**src/rtl/if_fetch_stage_if.sv**
```systemverilog
// Fetch stage bus: instruction memory port, decode handshake
// and execute redirect, grouped for the if_fetch_stage ports.
interface if_fetch_stage_if;
  logic        o_imem_req;
  logic [31:0] o_imem_addr;
  logic [31:0] i_imem_rdata;
  logic        o_valid;
  logic        i_ready;
  logic [31:0] o_instr;
  logic [31:0] o_pc;
  logic        i_redirect_en;
  logic [31:0] i_redirect_pc;
  logic        o_misalign;

  modport master (
    output o_imem_req,
    output o_imem_addr,
    input  i_imem_rdata,
    output o_valid,
    input  i_ready,
    output o_instr,
    output o_pc,
    input  i_redirect_en,
    input  i_redirect_pc,
    output o_misalign
  );

  modport slave (
    input  o_imem_req,
    input  o_imem_addr,
    output i_imem_rdata,
    input  o_valid,
    output i_ready,
    input  o_instr,
    input  o_pc,
    output i_redirect_en,
    output i_redirect_pc,
    input  o_misalign
  );
endinterface

```
**src/rtl/if_fetch_stage.sv**
```systemverilog
// RV32I fetch stage: PC, synchronous imem reads, 2-entry
// instruction queue to decode, redirect with stale-fetch discard.
module if_fetch_stage #(
  parameter logic [31:0] RESET_PC  = 32'h0000_0000,
  parameter logic [31:0] NOP_INSTR = 32'h0000_0013
) (
  input logic              i_clk,
  input logic              i_rst_n,
  if_fetch_stage_if.master bus
);

  typedef struct packed {
    logic [31:0] pc;
    logic [31:0] instr;
  } entry_t;

  entry_t      q0_q, q0_d;
  entry_t      q1_q, q1_d;
  entry_t      new_e;
  logic [1:0]  cnt_q, cnt_d;
  logic        infl_q, infl_d;
  logic [31:0] infl_pc_q, infl_pc_d;
  logic [31:0] fetch_pc_q, fetch_pc_d;
  logic        mis_q, mis_d;

  logic        pop;
  logic        push;
  logic        issue;
  logic        redir;
  logic [1:0]  occ;

  always_comb begin
    redir = bus.i_redirect_en;
    pop   = (cnt_q != 2'd0) & bus.i_ready;
    occ   = cnt_q + {1'b0, infl_q};
    // Refill only when a slot is free now or freed by this pop
    issue = i_rst_n & ~redir &
            ((occ < 2'd2) | ((occ == 2'd2) & pop));
    // Data for a read issued before a redirect is stale
    push  = infl_q & ~redir;
    new_e = '{pc: infl_pc_q, instr: bus.i_imem_rdata};

    q0_d       = q0_q;
    q1_d       = q1_q;
    cnt_d      = cnt_q;
    infl_d     = issue;
    infl_pc_d  = infl_pc_q;
    fetch_pc_d = fetch_pc_q;
    mis_d      = redir & (bus.i_redirect_pc[1:0] != 2'b00);

    if (issue) begin
      infl_pc_d  = fetch_pc_q;
      fetch_pc_d = fetch_pc_q + 32'd4;
    end

    if (redir) begin
      fetch_pc_d = {bus.i_redirect_pc[31:2], 2'b00};
      cnt_d      = 2'd0;
    end else begin
      unique case ({pop, push})
        2'b11: begin
          if (cnt_q == 2'd1) begin
            q0_d = new_e;
          end else begin
            q0_d = q1_q;
            q1_d = new_e;
          end
        end
        2'b10: begin
          q0_d  = q1_q;
          cnt_d = cnt_q - 2'd1;
        end
        2'b01: begin
          if (cnt_q == 2'd0) q0_d = new_e;
          else               q1_d = new_e;
          cnt_d = cnt_q + 2'd1;
        end
        2'b00: ;
      endcase
    end
  end

  always_ff @(posedge i_clk) begin
    if (!i_rst_n) begin
      fetch_pc_q <= RESET_PC;
      cnt_q      <= 2'd0;
      infl_q     <= 1'b0;
      infl_pc_q  <= 32'd0;
      q0_q       <= '0;
      q1_q       <= '0;
      mis_q      <= 1'b0;
    end else begin
      fetch_pc_q <= fetch_pc_d;
      cnt_q      <= cnt_d;
      infl_q     <= infl_d;
      infl_pc_q  <= infl_pc_d;
      q0_q       <= q0_d;
      q1_q       <= q1_d;
      mis_q      <= mis_d;
    end
  end

  assign bus.o_imem_req  = issue;
  assign bus.o_imem_addr = fetch_pc_q;
  assign bus.o_valid     = cnt_q != 2'd0;
  assign bus.o_instr     = bus.o_valid ? q0_q.instr : NOP_INSTR;
  assign bus.o_pc        = bus.o_valid ? q0_q.pc : 32'd0;
  assign bus.o_misalign  = mis_q;

endmodule

```
**src/flat_wrapper.sv**
```systemverilog
// flat-port wrapper written by rule: the top's interface ports become plain ports
module if_fetch_stage_flat 
#(
  parameter logic [31:0] RESET_PC  = 32'h0000_0000,
  parameter logic [31:0] NOP_INSTR = 32'h0000_0013
)
  (i_clk, i_rst_n, bus_o_imem_req, bus_o_imem_addr, bus_i_imem_rdata, bus_o_valid, bus_i_ready, bus_o_instr, bus_o_pc, bus_i_redirect_en, bus_i_redirect_pc, bus_o_misalign);
  if_fetch_stage_if bus_i ();
  input logic i_clk;
  input logic i_rst_n;
  output wire logic [$bits(bus_i.o_imem_req)-1:0] bus_o_imem_req;
  output wire logic [$bits(bus_i.o_imem_addr)-1:0] bus_o_imem_addr;
  input wire logic [$bits(bus_i.i_imem_rdata)-1:0] bus_i_imem_rdata;
  output wire logic [$bits(bus_i.o_valid)-1:0] bus_o_valid;
  input wire logic [$bits(bus_i.i_ready)-1:0] bus_i_ready;
  output wire logic [$bits(bus_i.o_instr)-1:0] bus_o_instr;
  output wire logic [$bits(bus_i.o_pc)-1:0] bus_o_pc;
  input wire logic [$bits(bus_i.i_redirect_en)-1:0] bus_i_redirect_en;
  input wire logic [$bits(bus_i.i_redirect_pc)-1:0] bus_i_redirect_pc;
  output wire logic [$bits(bus_i.o_misalign)-1:0] bus_o_misalign;
  assign bus_o_imem_req = bus_i.o_imem_req;
  assign bus_o_imem_addr = bus_i.o_imem_addr;
  assign bus_i.i_imem_rdata = bus_i_imem_rdata;
  assign bus_o_valid = bus_i.o_valid;
  assign bus_i.i_ready = bus_i_ready;
  assign bus_o_instr = bus_i.o_instr;
  assign bus_o_pc = bus_i.o_pc;
  assign bus_i.i_redirect_en = bus_i_redirect_en;
  assign bus_i.i_redirect_pc = bus_i_redirect_pc;
  assign bus_o_misalign = bus_i.o_misalign;
  if_fetch_stage #(.RESET_PC(RESET_PC), .NOP_INSTR(NOP_INSTR)) u_core (.i_clk(i_clk), .i_rst_n(i_rst_n), .bus(bus_i));
endmodule
```
**config.mk**
```make
export PLATFORM = sky130hd
export DESIGN_NAME = if_fetch_stage_flat
export DESIGN_NICKNAME = d
export VERILOG_FILES = /design/src/rtl/if_fetch_stage_if.sv /design/src/rtl/if_fetch_stage.sv /design/src/flat_wrapper.sv
export SDC_FILE = /design/constraint.sdc
export NUM_CORES = 1
export LEC_CHECK = 0
export BUFFER_PORTS_ARGS = -buffer_cell sky130_fd_sc_hd__buf_4
export CAP_MARGIN = 40
export CELL_PAD_IN_SITES_DETAIL_PLACEMENT = 0
export CELL_PAD_IN_SITES_GLOBAL_PLACEMENT = 1
export CORE_AREA = 2 2 146 148
export CTS_CLUSTER_SIZE = 24
export DETAILED_ROUTE_END_ITERATION = 7
export DIE_AREA = 0 0 148 150
export GPL_TIMING_DRIVEN = 1
export PLACE_DENSITY = 0.84
export SYNTH_ARGS = -nofsm -noshare
export SYNTH_HDL_FRONTEND = slang
export SYNTH_SLANG_ARGS = --single-unit
```
**constraint.sdc**
```tcl
create_clock -name i_clk -period 3.8 [get_ports i_clk]
set_input_delay 0.76 -clock i_clk [delete_from_list [all_inputs] [get_ports i_clk]]
set_output_delay 0.76 -clock i_clk [all_outputs]
set_load 0.01 [all_outputs]
```
Word-level counts from Yosys, hierarchy flattened --
Index checks and enable logic that the tools add are counted.
Word-level totals: register bits 196, output and inout bits 99, input bits 68, logic and storage cells 53
Operators by class: add/subtract/negate cells 4, reductions and logical operators 10, $lt $le $gt $ge 1, muxes and demuxes 11, equal/unequal tests 8, bitwise operators 9
Operators with widths (count):
- 64-bit 2-to-1 mux | 4
- 64-bit case mux with 3 select lines | 1
- 32-bit 2-to-1 mux | 4
- 64-bit case mux with 2 select lines | 1
- 32-bit by 3-bit adder with 32-bit output, second input constant | 1
- 2-bit nonzero test | 5
- 1-bit bitwise AND | 6
- 2-bit equality test, second input constant | 3
- 2-bit by 1-bit equality test with 1-bit output, second input constant | 2
- 2-bit != test, second input constant | 2
- 2-bit case mux with 2 select lines | 1
- 4-bit AND reduction | 1
- 3-bit AND reduction | 1
- 3-bit nonzero test | 1
- 2-bit by 1-bit adder with 2-bit output | 1
- 2-bit by 1-bit adder with 2-bit output, second input constant | 1
- 2-bit logical NOT | 1
- 2-bit < comparator, second input constant | 1
- 2-bit by 1-bit != test with 1-bit output, second input constant | 1
- 1-bit inverter | 2
- 2-bit OR reduction | 1
- 2-bit by 1-bit subtractor with 2-bit output, second input constant | 1
- 1-bit OR | 1

Logic depth before layout (Yosys ltp) --
Gate-level depths: netlist of run 1.
depth in word-level cells 7, gate-level depth with buffers 12, gate-level depth less buffers 10

Least setup slack after synthesis of run 1 --
OpenSTA, ideal clock, no wires.
path kind input port to output port, from in bus_i_ready, to out bus_o_imem_req, cell stages on the path 5, data arrival time 1928 ps, setup slack 1112 ps, data required time 3040 ps, path buffers 2, cells stage by stage nor3b_2 > o21ai_1 > inv_1 > clkbuf_1 > clkbuf_1
On the way: cells in the longest elaborated chain, start to end 4
RTL lines:
- start: declaration | RTL line flat_wrapper.sv:15 | input wire logic [$bits(bus_i.i_ready)-1:0] bus_i_ready;
- 1-bit bitwise AND | RTL line if_fetch_stage.sv:34 | pop = (cnt_q != 2'd0) & bus.i_ready;
- 1-bit bitwise AND | RTL line if_fetch_stage.sv:38 | ((occ < 2'd2) | ((occ == 2'd2) & pop));
- 1-bit OR | RTL line if_fetch_stage.sv:38
- 1-bit bitwise AND | RTL line if_fetch_stage.sv:37 | issue = i_rst_n & ~redir &
- end: declaration | RTL line flat_wrapper.sv:11 | output wire logic [$bits(bus_i.o_imem_req)-1:0] bus_o_imem_req;
No other way between the ends.

Final worst setup path of run 1 --
from reg u_core.cnt_q[1], to out bus_o_imem_req
On the way: cells in the longest elaborated chain, start to end 5, elaborated cells between the ends (all ways) 8, classes of those cells add/sub (1); order compare (1); eq/ne (1); bitwise (4); reduce/logical (1)
RTL lines:
- start: declaration | RTL line if_fetch_stage.sv:20 | logic [1:0] cnt_q, cnt_d;
- start signal: assignment | RTL line if_fetch_stage.sv:94 | cnt_q <= cnt_d;
- 2-bit by 1-bit adder with 2-bit output or 2-bit nonzero test (tied branches) | RTL line if_fetch_stage.sv:35, if_fetch_stage.sv:34
- 2-bit equality test or 1-bit bitwise AND (tied branches) | RTL line if_fetch_stage.sv:38, if_fetch_stage.sv:34
- 1-bit bitwise AND | RTL line if_fetch_stage.sv:38
- 1-bit OR (*) | RTL line if_fetch_stage.sv:38
- 1-bit bitwise AND (*) | RTL line if_fetch_stage.sv:37
Every way passes the cells marked *; elsewhere a longest branch is shown, timed or not.

==> results of run 1 <==
[layer usage]
metal | up-vias | global-route usage | part of all wire
met5 | - | 0 | 0
li1 | 4261 | - | -
met2 | 272 | 0.3178 | 0.43
met1 | 3937 | 0.3345 | 0.50
met4 | 0 | 0.04810 | 0.0093
met3 | 21 | 0.04482 | 0.060
[kinds of logic after synthesis]
family                   after synthesis
adder cells (fa/ha/maj)                8
AND/OR/NAND/NOR                      496
buffers and inverters                117
multiplexers                          39
AO/OA/AOI/OAI                        292
other                                  1
flip-flops                           188
XOR/XNOR                              10
[final cells by class]
class | count | area, um2 | share of cell area
Clock buffer | 19 | 432.9 | 0.03962
Multi-Input combinational cell | 849 | 4763 | 0.4359
Tap cell | 275 | 344.1 | 0.03149
Timing Repair Buffer | 185 | 1421 | 0.1301
Inverter | 16 | 62.56 | 0.005725
Sequential cell | 188 | 3764 | 0.3444
Clock inverter | 13 | 138.9 | 0.01271
[cell usage after synthesis (2+ instances only)]
master,number,share of area
sky130_fd_sc_hd__nand2_1,276,0.12
sky130_fd_sc_hd__dfxtp_1,188,0.42
sky130_fd_sc_hd__a21oi_1,147,0.082
sky130_fd_sc_hd__clkbuf_1,83,0.035
sky130_fd_sc_hd__a221oi_1,62,0.061
sky130_fd_sc_hd__nor2b_1,62,0.043
sky130_fd_sc_hd__nand3_1,40,0.022
sky130_fd_sc_hd__mux2i_1,39,0.044
sky130_fd_sc_hd__nor2_1,39,0.016
sky130_fd_sc_hd__nor3_1,28,0.016
sky130_fd_sc_hd__o21ai_0,27,0.015
sky130_fd_sc_hd__a31oi_1,15,0.011
sky130_fd_sc_hd__inv_1,14,0.0059
sky130_fd_sc_hd__or4_1,11,0.0093
sky130_fd_sc_hd__buf_1,10,0.0042
sky130_fd_sc_hd__o31ai_1,9,0.0076
sky130_fd_sc_hd__ha_1,8,0.011
sky130_fd_sc_hd__nand4_1,7,0.0049
sky130_fd_sc_hd__or3_1,7,0.0049
sky130_fd_sc_hd__xor2_1,7,0.0069
sky130_fd_sc_hd__a211oi_1,6,0.0050
sky130_fd_sc_hd__and3_1,5,0.0035
sky130_fd_sc_hd__buf_2,4,0.0022
sky130_fd_sc_hd__buf_4,4,0.0034
sky130_fd_sc_hd__nor4_1,4,0.0028
sky130_fd_sc_hd__or2_2,4,0.0028
sky130_fd_sc_hd__a311oi_1,3,0.0029
sky130_fd_sc_hd__o21ai_1,3,0.0017
sky130_fd_sc_hd__o31a_1,3,0.0029
sky130_fd_sc_hd__xnor2_1,3,0.0029
sky130_fd_sc_hd__a221o_1,2,0.0022
sky130_fd_sc_hd__and2_1,2,0.0014
sky130_fd_sc_hd__and4_1,2,0.0020
sky130_fd_sc_hd__clkinv_1,2,0.00084
sky130_fd_sc_hd__nand2b_1,2,0.0014
sky130_fd_sc_hd__o2111ai_1,2,0.0020
sky130_fd_sc_hd__o211ai_1,2,0.0017
sky130_fd_sc_hd__o311a_1,2,0.0022
[metrics by stage]
stage / util / total power [mW] / worst slack, ns / hold slack (ns) / cell area [um2]
floorplan: - / 2.473 / 1.112 / 0.4318 / 8939
global placement: 0.4982 / 2.687 / 0.7606 / 0.4396 / 10310
detailed placement: 0.5005 / 2.697 / 0.6641 / 0.4440 / 10350
CTS: 0.5281 / 4.443 / 0.6512 / 0.4535 / 10930
global route: 0.5281 / 4.599 / 0.4690 / 0.4725 / 10930
finish: 0.5281 / 4.417 / 0.6348 / 0.4485 / 10930
[state kept, by name, indices dropped and copies added, names as in the netlist]
| signal | flops |
|---|---|
| u_core.bus.o_misalign | 1 |
| u_core.infl_pc_q | 30 |
| u_core.q1_q | 62 |
| u_core.infl_q | 1 |
| u_core.bus.o_imem_addr | 30 |
| u_core.q0_q | 62 |
| u_core.cnt_q | 2 |
[final timing paths]
kind | slack, ns | cells after the start | start | endpoint
hold reg to reg | 0.45 | 2 | u_core.q0_q[48]$_SDFFE_PN0P_ | u_core.q0_q[48]$_SDFFE_PN0P_
setup reg to reg | 0.98 | 10 | u_core.cnt_q[1]$_SDFFE_PN0N_ | u_core.q0_q[61]$_SDFFE_PN0P_
hold / removal | 0.45 | 2 | u_core.q0_q[48]$_SDFFE_PN0P_ | u_core.q0_q[48]$_SDFFE_PN0P_
setup / recovery | 0.63 | 6 | u_core.cnt_q[1]$_SDFFE_PN0N_ | bus_o_imem_req
[critical path, stage by stage (launching register included)]
cell and delay (ns):
sky130_fd_sc_hd__dfxtp_1 0.42, sky130_fd_sc_hd__inv_1 0.10, sky130_fd_sc_hd__ha_2 0.22, sky130_fd_sc_hd__nor3b_2 0.53, sky130_fd_sc_hd__o21ai_2 0.40, sky130_fd_sc_hd__inv_1 0.16, sky130_fd_sc_hd__buf_4 0.13
[report_power, final]
| group | internal [mW] | switching [mW] |
|---|---|---|
| clock | 0.973 | 0.790 |
| combinational | 0.214 | 0.313 |
| sequential | 2.04 | 0.0826 |
| total | 3.23 | 1.19 |
==> run_results.csv, run 1 <==
group,metric,value,unit
cts,insertion_delay_of_the_later_clocked_pin_in_the_worst_skew_pair,0.44,ns
logic_synthesis,syn-mean-instance-area,7.756,um2
global_route,grt_pass1_vias,7581,
timing,maxClockFrequency,315.9,MHz
logic_synthesis,synth-compound-area-share,0.2074,
detailed_routing,final_antenna_net_count,0,
cts,cts.clk_slew.worst_paths,0.07,ns
finish,layout.cells.most_common,"sky130_fd_sc_hd__nand2_1",
finish,syn_to_layout_area_delta,22.40,%
logic_synthesis,synth_edf_count,0,
finish,fraction_of_final_layout_cells_with_drive_strength_greater_than_1,0.1835,
logic_synthesis,asyncSetResetFlopFracSynth,0,
global_route,track_usage,0.2197,
cts,holdBufCountCts,0,
die,die_h,150,um
detailed_routing,vias_per_cell,5.496,
cts,cts_max_level,4,
power_and_ir_drop,worst_ir_drop_vdd,315.6,uV
run,maxCapViolations,0,
worst_setup_path,critical_path_arrival,2.41,ns
timing,finalCritPeriodShare,0.8330,
detailed_routing,route.detailed.drc,0,
timing,fin_setup_tns,0,ns
worst_setup_path,critical_path.startpoint_type,"flip-flop",
global_route,pin_count_of_the_biggest_net_entering_global_routing,82,
die,placeableCoreArea,20690,um2
place,total_of_buffers_placed_on_input_and_output_ports,162,
logic_synthesis,yosys_register_bits,188,
finish,layout.cells.most_common_list,"sky130_fd_sc_hd__nand2_1 (276), sky130_fd_sc_hd__dfxtp_1 (188), sky130_fd_sc_hd__buf_4 (183)",
timing,setup_viol_count_final,0,
die,placement_rows,53,
die,fp.dieArea,22200,um2
timing,max_slew_margin,0.3738,
timing,timing.final.hold_violations,0,
power_and_ir_drop,power-per-cell-area,404.3,nW/um2
logic_synthesis,synth_top_family_by_area,"simple AND/OR/NAND/NOR gates",
cts,clk_path_buf_depth,2,
cts,cts.repair.resized,0,
global_route,grt_first_pass_wirelength,39700,um
die,floorplan.io_pins,167,
global_route,antenna_violations_before_repair,0,
worst_setup_path,end_kind,"output pin",
place,dpl.hpwl,16130,um
die,chipWidth,148,um
timing,rsz0062_at_grt,"false",
cts,clock-sinks,188,
power_and_ir_drop,p_leak,3.987,nW
cts,cts_setup_buffers,0,
detailed_routing,drtPass1Iterations,5,
detailed_routing,detail_route.wirelength,24700,um
finish,fillers,2032,
cts,cts_inserted_buffers,17,
timing,clock_skew,0.01271,ns
detailed_routing,drt_iter0_drc,685,
min_path,hold_path_class,"reg2reg",
timing,slew_viol_final,0,
logic_synthesis,share_of_synthesized_area_spent_on_multiplexers,0.04373,
timing,post-route-min-period,3.165,ns
detailed_routing,route.vias.total,8491,
logic_synthesis,syn_inst,1151,
finish,num-nets-final,1333,
die,effective_utilization_at_floorplan,0.4315,
logic_synthesis,syn-cell-area,8927,um2
worst_setup_path,maximum_net_fanout_on_the_critical_path,19,
global_route,grt_overflow,0,
logic_synthesis,synth.lib_cells_used.distinct,55,
logic_synthesis,yosysSeqAreaShare,0.4216,
logic_synthesis,post_synth_xor_area_fraction,0.009811,
logic_synthesis,synth_ff_type,"sky130_fd_sc_hd__dfxtp_1",
logic_synthesis,synthSimpleGateAreaFrac,0.2544,
logic_synthesis,share_of_synthesized_cell_area_in_full_adder_half_adder_and_majority_cells,0.01121,
cts,cts_tree,"yes",
logic_synthesis,yosys_warn_count,0,
detailed_routing,wl_per_cell,15.98,um
worst_setup_path,worstPathRequired,3.04,ns
finish,layout.cells.non_filler,1545,
outcome,status,"finished clean",
cts,clock-root-buffer,"sky130_fd_sc_hd__clkbuf_16",
finish,antenna_cells_inserted,0,
place,gp_congestion,0.8053,
timing,tightestPinTransition,0.9393,ns
worst_setup_path,timing_worst_setup_path_type,"reg2out",
place,dp.cells,1513,
(Power assumes the default switching activity.)
==> run 2, diff against run 1 <==
- ABC_AREA: not set -> 1
- CORE_AREA: 2 2 146 148 -> 2 2 164 166
- DIE_AREA: 0 0 148 150 -> 0 0 166 168
- PLACE_DENSITY: 0.84 -> 0.79
- clock period: 3.8 -> 3.1 ns (I/O delays scaled with it)
==> run 2 against run 1 <==
Core utilization fell by 6.3 points. Combinational power rose by 64%. Critical endpoint is now bus_o_pc[31]. Flip-flop and latch count did not move. Global-route usage fell by 1.8 points. Worst hold slack got worse by 0.0049 ns. Synthesized cell count rose by 41%. Largest cell class unchanged. Clock power rose by 22%. Via count rose by 18%. Power rose by 28%. Area after synthesis rose by 15%. Worst setup slack got worse by 0.31 ns.
==> run_results.csv, run 2 <==
group,metric,value,unit
detailed_routing,wl_met1,14040,um
worst_setup_path,critical_path_arrival,2.15,ns
place,dp.cells,2040,
power_and_ir_drop,power-per-cell-area,460.7,nW/um2
logic_synthesis,synth_ff_type,"sky130_fd_sc_hd__dfxtp_1",
finish,layout.cells.most_common,"sky130_fd_sc_hd__inv_1",
timing,clock_skew,0.009933,ns
finish,syn_to_layout_area_delta,19.04,%
finish,area_occupied_by_multi_input_gates,4913,um2
cts,clock-root-buffer,"sky130_fd_sc_hd__clkbuf_16",
finish,antenna_cells_inserted,0,
timing,finalCritPeriodShare,0.8941,
global_route,grt_overflow,0,
worst_setup_path,timing.critical_path.cells,"inv_1, ha_2, buf_4, nor2_1, buf_4",
timing,rsz0062_at_grt,"false",
min_path,hold_path_class,"in2reg",
worst_setup_path,worst_r2r_endpoint,"u_core.q1_q[13]$_SDFFE_PN0P_",
global_route,grt_pass1_vias,8956,
timing,setup_viol_count_final,0,
worst_setup_path,worstPathRequired,2.48,ns
logic_synthesis,synth_edf_count,0,
cts,clk_path_buf_depth,2,
place,total_of_buffers_placed_on_input_and_output_ports,162,
place,dpl.hpwl,18890,um
detailed_routing,route.vias.total,10020,
finish,ff_latch_area,3764,um2
worst_setup_path,worst_reg2reg_path_depth,8,
cts,cts.repair.resized,0,
timing,fin_setup_tns,0,ns
cts,clock-sinks,188,
global_route,track_usage,0.2017,
detailed_routing,drtPass1Iterations,5,
logic_synthesis,yosys_warn_count,0,
die,placeableCoreArea,26350,um2
worst_setup_path,timing_worst_setup_path_type,"reg2out",
die,fp.dieArea,27890,um2
detailed_routing,met3RoutedLength,1315,um
power_and_ir_drop,p_leak,5.524,nW
logic_synthesis,yosysSeqAreaShare,0.3655,
worst_setup_path,worst_path_largest_cell_delay,0.57,ns
worst_setup_path,end_kind,"output pin",
finish,fraction_of_final_layout_cells_with_drive_strength_greater_than_1,0.1415,
cts,cts.clk_slew.worst_paths,0.07,ns
die,effective_utilization_at_floorplan,0.3908,
detailed_routing,dr.max_layer_used,"met4",
finish,layout.cells.most_common_list,"sky130_fd_sc_hd__inv_1 (292), sky130_fd_sc_hd__nand2_1 (282), sky130_fd_sc_hd__o21ai_0 (229)",
timing,worst_path_setup_slack_after_routing,0.3284,ns
timing,tightestPinTransition,0.6949,ns
cts,insertion_delay_of_the_later_clocked_pin_in_the_worst_skew_pair,0.43,ns
logic_synthesis,synth_area_leaders,"sky130_fd_sc_hd__dfxtp_1 (37%), sky130_fd_sc_hd__o21ai_0 (11%), sky130_fd_sc_hd__inv_1 (11%)",
logic_synthesis,syn-cell-area,10300,um2
place,dp_slack,0.5373,ns
worst_setup_path,timing.reg2reg.setup_slack,0.78,ns
finish,layout.cells.non_filler,2072,
detailed_routing,detail_route.wirelength,28550,um
place,gp_congestion,0.8073,
detailed_routing,drt_iter0_drc,606,
worst_setup_path,worst-path-stages,5,
die,floorplan.io_pins,167,
run,maxCapViolations,0,
finish,num-nets-final,1794,
worst_setup_path,cp_slowest_cell,"sky130_fd_sc_hd__buf_4",
finish,reg.largest.list,"u_core.q0_q x62, u_core.q1_q x62",
finish,layout.core_utilization,0.4652,
logic_synthesis,syn_inst,1623,
detailed_routing,wl_per_cell,13.78,um
global_route,pin_count_of_the_biggest_net_entering_global_routing,125,
timing,post-route-min-period,2.772,ns
logic_synthesis,syn-mean-instance-area,6.345,um2
finish,fillers,2752,
global_route,grt_first_pass_wirelength,46150,um
logic_synthesis,asyncSetResetFlopFracSynth,0,
worst_setup_path,maximum_net_fanout_on_the_critical_path,61,
cts,cts_inserted_buffers,17,
timing,maxClockFrequency,360.8,MHz
finish,finalInstanceArea,12260,um2
power_and_ir_drop,worst_ir_drop_vdd,340.9,uV
timing,slew_viol_final,0,
logic_synthesis,synth_commonest_cells,"sky130_fd_sc_hd__inv_1 (292), sky130_fd_sc_hd__nand2_1 (282), sky130_fd_sc_hd__o21ai_0 (229), sky130_fd_sc_hd__a21oi_1 (212), sky130_fd_sc_hd__dfxtp_1 (188)",
logic_synthesis,synth.lib_cells_used.distinct,35,
detailed_routing,vias_per_cell,4.835,
detailed_routing,final_antenna_net_count,0,
die,chipWidth,166,um
worst_setup_path,crit_start,"u_core.cnt_q[1]$_SDFFE_PN0N_",
cts,cts_setup_buffers,0,
worst_setup_path,rr_startpoint,"u_core.cnt_q[1]$_SDFFE_PN0N_",
logic_synthesis,yosys.cell_count.top_type,"sky130_fd_sc_hd__inv_1",
detailed_routing,route.detailed.drc,0,
place,postPlaceCellArea,11690,um2
worst_setup_path,critPathTopFamily,"buffers and inverters",
logic_synthesis,synthDominantAreaCellType,"sky130_fd_sc_hd__dfxtp_1",
worst_setup_path,worst_setup_path_endpoint,"bus_o_pc[31]",
cts,cts_max_level,4,
die,die_h,168,um
die,placement_rows,60,
worst_setup_path,critical_path.startpoint_type,"flip-flop",
detailed_routing,detailroute.wirelength.met2,12650,um
outcome,status,"finished clean",
logic_synthesis,yosys_register_bits,188,
logic_synthesis,synth_top_area_frac,0.3655,
worst_setup_path,path_buf_inv,3,
timing,timing.final.hold_violations,0,
cts,cts_tree,"yes",
global_route,antenna_violations_before_repair,0,
cts,holdBufCountCts,0,
worst_setup_path,cpMostUsedCell,"sky130_fd_sc_hd__buf_4",
timing,max_slew_margin,0.5367,
-- run 2: per-stage QoR --
stage / hold slack [ns] / power (mW)
after floorplan: 0.4410 / 3.266
after global placement: 0.4519 / 3.542
after detailed placement: 0.4557 / 3.568
after CTS: 0.4318 / 5.713
after global routing: 0.4559 / 5.943
final: 0.4435 / 5.647
-- run 2: layout make-up --
class	count	area share
inverters	299	0.09238
repair buffers	182	0.1188
well taps	341	0.03481
clock inverters	14	0.01113
multi-input cells	1030	0.4008
clock buffers	18	0.03501
flip-flops and latches	188	0.3070
-- run 2: per-layer routing --
layer,global-route usage,vias to the layer above
li1,-,5353
met1,0.2788,4388
met2,0.3240,241
met3,0.03079,36
met4,0.06427,0
met5,0,-
-- run 2: kinds of logic after synthesis --
| kind of cell | Yosys count | share of synthesized area |
|---|---|---|
| AOI/OAI and AO/OA | 523 | 0.2625 |
| xor gates and xnor gates | 6 | 0.005103 |
| adders and majority gates | 8 | 0.009721 |
| buffers and inverters | 408 | 0.1606 |
| DFF | 188 | 0.3655 |
| other | 1 | 0.0003642 |
| and+or+nand+nor | 489 | 0.1962 |
-- run 2: worst min path at each step --
stage | startpoint | to | slack, ns | depth (start not counted)
final | bus_i_redirect_pc[0] | u_core.bus.o_misalign$_SDFF_PN0_ | 0.44 | 3
after global routing | bus_i_redirect_pc[0] | u_core.bus.o_misalign$_SDFF_PN0_ | 0.46 | 3
after CTS | bus_i_redirect_pc[0] | u_core.bus.o_misalign$_SDFF_PN0_ | 0.43 | 3
after detailed placement | u_core.q1_q[60]$_SDFFE_PN0P_ | u_core.q1_q[60]$_SDFFE_PN0P_ | 0.46 | 2
after global placement | u_core.q1_q[61]$_SDFFE_PN0P_ | u_core.q1_q[61]$_SDFFE_PN0P_ | 0.45 | 2
after floorplan | u_core.q1_q[25]$_SDFFE_PN0P_ | u_core.q1_q[25]$_SDFFE_PN0P_ | 0.44 | 2
-- run 2: worst register-to-register path: cells and delay by family (launching register included) --
family                   cells  cell delay [ns]
buffers and inverters        3             0.99
AO/OA/AOI/OAI                2             0.35
flip-flops                   1             0.31
AND/OR/NAND/NOR              2             0.29
adder cells (fa/ha/maj)      1             0.26
-- run 2: report_power, final --
part,leakage (nW),switching (mW),total [mW],internal (mW)
registers,1.54,0.0907,2.65,2.55
logic,3.73,0.540,0.863,0.323
clock network,0.261,1.02,2.14,1.12
==> run 3, diff against run 2 <==
- MAX_ROUTING_LAYER: not set -> met4
- clock period: 3.1 -> 2.6 ns (I/O delays scaled with it)
==> run 3 against run 2 <==
Sequential share of layout area fell by 0.084 points. Worst hold slack got worse by 0.10 ns. Non-clock buffer count rose by 4. Clock-buffer cell count fell by 1. Critical endpoint is now bus_o_pc[28]. Via count rose by 1.6%. Highest routed layer unchanged. First-iteration DRC count rose by 9.2%.
==> run_results.csv, run 3 (synthesis results as in run 2) <==
group,metric,value,unit
outcome,status,"finished clean",
detailed_routing,drtPass1Iterations,4,
worst_setup_path,end_kind,"output pin",
cts,cts_setup_buffers,0,
global_route,track_usage,0.2105,
power_and_ir_drop,clock_power_frac,0.377,
timing,post-route-min-period,2.445,ns
finish,finalInstanceArea,12290,um2
die,placement_rows,60,
die,die_h,168,um
power_and_ir_drop,switching_share_of_total_power,0.3010,
global_route,antenna_violations_before_repair,0,
power_and_ir_drop,p_leak,5.568,nW
min_path,worstHoldStart,"bus_i_redirect_pc[0]",
cts,holdBufCountCts,0,
finish,num-nets-final,1798,
detailed_routing,route.detailed.drc,0,
run,maxCapViolations,0,
cts,cts.clk_slew.worst_paths,0.08,ns
timing,maxClockFrequency,409.0,MHz
detailed_routing,drt_iter0_drc,662,
worst_setup_path,worst_reg2reg_path_depth,12,
finish,layout.cells.most_common_list,"sky130_fd_sc_hd__inv_1 (292), sky130_fd_sc_hd__nand2_1 (282), sky130_fd_sc_hd__o21ai_0 (229)",
timing,finalCritPeriodShare,0.9404,
timing,slew_viol_final,0,
min_path,worst_hold_path.num_cells,3,
worst_setup_path,critical_path.startpoint_type,"flip-flop",
global_route,grt_first_pass_wirelength,46870,um
global_route,grt_pass1_vias,9134,
timing,fin_setup_tns,0,ns
cts,clock-sinks,188,
timing,setup_viol_count_final,0,
detailed_routing,detail_route.wirelength,28610,um
finish,layout.core_utilization,0.4665,
finish,reg.largest.list,"u_core.q0_q x62, u_core.q1_q x62",
worst_setup_path,crit_start,"u_core.cnt_q[1]$_SDFFE_PN0N_",
worst_setup_path,maximum_net_fanout_on_the_critical_path,61,
cts,cts_tree,"yes",
place,postPlaceCellArea,11730,um2
global_route,grt_overflow,0,
die,fp.dieArea,27890,um2
detailed_routing,route.vias.total,10180,
timing,max_slew_margin,0.6586,
die,placeableCoreArea,26350,um2
detailed_routing,final_antenna_net_count,0,
timing,clock_skew,0.01379,ns
finish,layout.cells.most_common,"sky130_fd_sc_hd__inv_1",
die,effective_utilization_at_floorplan,0.3908,
place,gp_congestion,0.8672,
cts,cts.repair.resized,1,
cts,cts_inserted_buffers,17,
power_and_ir_drop,total_power,6.727,mW
cts,clock-root-buffer,"sky130_fd_sc_hd__clkbuf_16",
die,chipWidth,166,um
finish,syn_to_layout_area_delta,19.37,%
worst_setup_path,critical_path_arrival,1.93,ns
worst_setup_path,rr_startpoint,"u_core.cnt_q[0]$_SDFFE_PN0N_",
detailed_routing,vias_per_cell,4.902,
die,floorplan.io_pins,167,
power_and_ir_drop,cell_internal_pwr,4.703,mW
finish,fraction_of_final_layout_cells_with_drive_strength_greater_than_1,0.1441,
power_and_ir_drop,seq_power_share,0.469,
power_and_ir_drop,combPwrFrac,0.155,
power_and_ir_drop,worst_ir_drop_vdd,436.8,uV
timing,rsz0062_at_grt,"false",
cts,insertion_delay_of_the_later_clocked_pin_in_the_worst_skew_pair,0.44,ns
timing,tightestPinTransition,0.5122,ns
finish,antenna_cells_inserted,0,
finish,fillers,2844,
worst_setup_path,worstPathRequired,2.08,ns
detailed_routing,wl_per_cell,13.78,um
place,dpl.hpwl,18640,um
cts,clk_path_buf_depth,2,
timing,whs,0.3401,ns
cts,cts_max_level,4,
place,total_of_buffers_placed_on_input_and_output_ports,162,
power_and_ir_drop,power_switching,2.025,mW
timing,timing.final.hold_violations,0,
worst_setup_path,timing_worst_setup_path_type,"reg2out",
min_path,hold_path_class,"in2reg",
power_and_ir_drop,power-per-cell-area,547.3,nW/um2
global_route,pin_count_of_the_biggest_net_entering_global_routing,103,
[run 3: cell types whose count changed in the layout (fill, tap and decap cells not counted)]
cell,delta
sky130_fd_sc_hd__clkinvlp_4,-5
sky130_fd_sc_hd__inv_6,+1
sky130_fd_sc_hd__inv_8,+3
sky130_fd_sc_hd__clkinv_2,+2
sky130_fd_sc_hd__buf_16,-2
sky130_fd_sc_hd__bufinv_16,-1
sky130_fd_sc_hd__buf_6,+1
sky130_fd_sc_hd__buf_12,+4
sky130_fd_sc_hd__clkinv_4,+1
sky130_fd_sc_hd__clkbuf_1,-1
sky130_fd_sc_hd__buf_4,+1
[run 3: worst paths after layout]
path / endpoint / slack (ns)
worst max-delay path: bus_o_pc[28] / 0.15
worst min-delay path: u_core.bus.o_misalign$_SDFF_PN0_ / 0.34
worst max register to register: u_core.q0_q[35]$_SDFFE_PN0P_ / 0.34
worst min register to register: u_core.q1_q[62]$_SDFFE_PN0P_ / 0.47
[run 3: worst max-delay path: stages (launching register included)]
cell and delay, ns:
sky130_fd_sc_hd__dfxtp_1 0.31, sky130_fd_sc_hd__inv_1 0.14, sky130_fd_sc_hd__ha_2 0.26, sky130_fd_sc_hd__buf_6 0.41, sky130_fd_sc_hd__nor2_1 0.18, sky130_fd_sc_hd__buf_4 0.18
[run 3: power by group through the flow]
stage / Clock, mW / Sequential (mW) / Combinational (mW)
after floorplan: 0 / 3.20 / 0.690
after global placement: 0 / 3.21 / 1.03
after detailed placement: 0 / 3.22 / 1.05
after CTS: 2.60 / 3.15 / 1.05
after global routing: 2.72 / 3.17 / 1.18
final: 2.53 / 3.15 / 1.04
[run 3: final cells by class]
class                   count  area (um2)  area share
clock buffers              17       425.4     0.03461
well taps                 341       426.7     0.03471
clock inverters            15       130.1     0.01059
inverters                 299        1132     0.09212
flip-flops and latches    188        3764      0.3062
multi-input cells        1030        4913      0.3997
repair buffers            186        1500      0.1220
[run 3: layer usage]
| metal | up-vias | track usage | wire, um |
|---|---|---|---|
| met3 | 36 | 0.02468 | 1384 |
| met2 | 269 | 0.3343 | 12560 |
| met5 | - | - | 0 |
| met1 | 4511 | 0.2826 | 14160 |
| li1 | 5361 | - | - |
| met4 | 0 | 0.06314 | 499 |
[run 3: through the flow]
stage	cells	setup slack, ns
2_1_floorplan	1626	0.5495
3_3_place_gp	2044	0.4161
3_5_place_dp	2044	0.3146
4_1_cts	2076	0.09855
5_1_grt	2076	0.03595
6_report	2076	0.1549
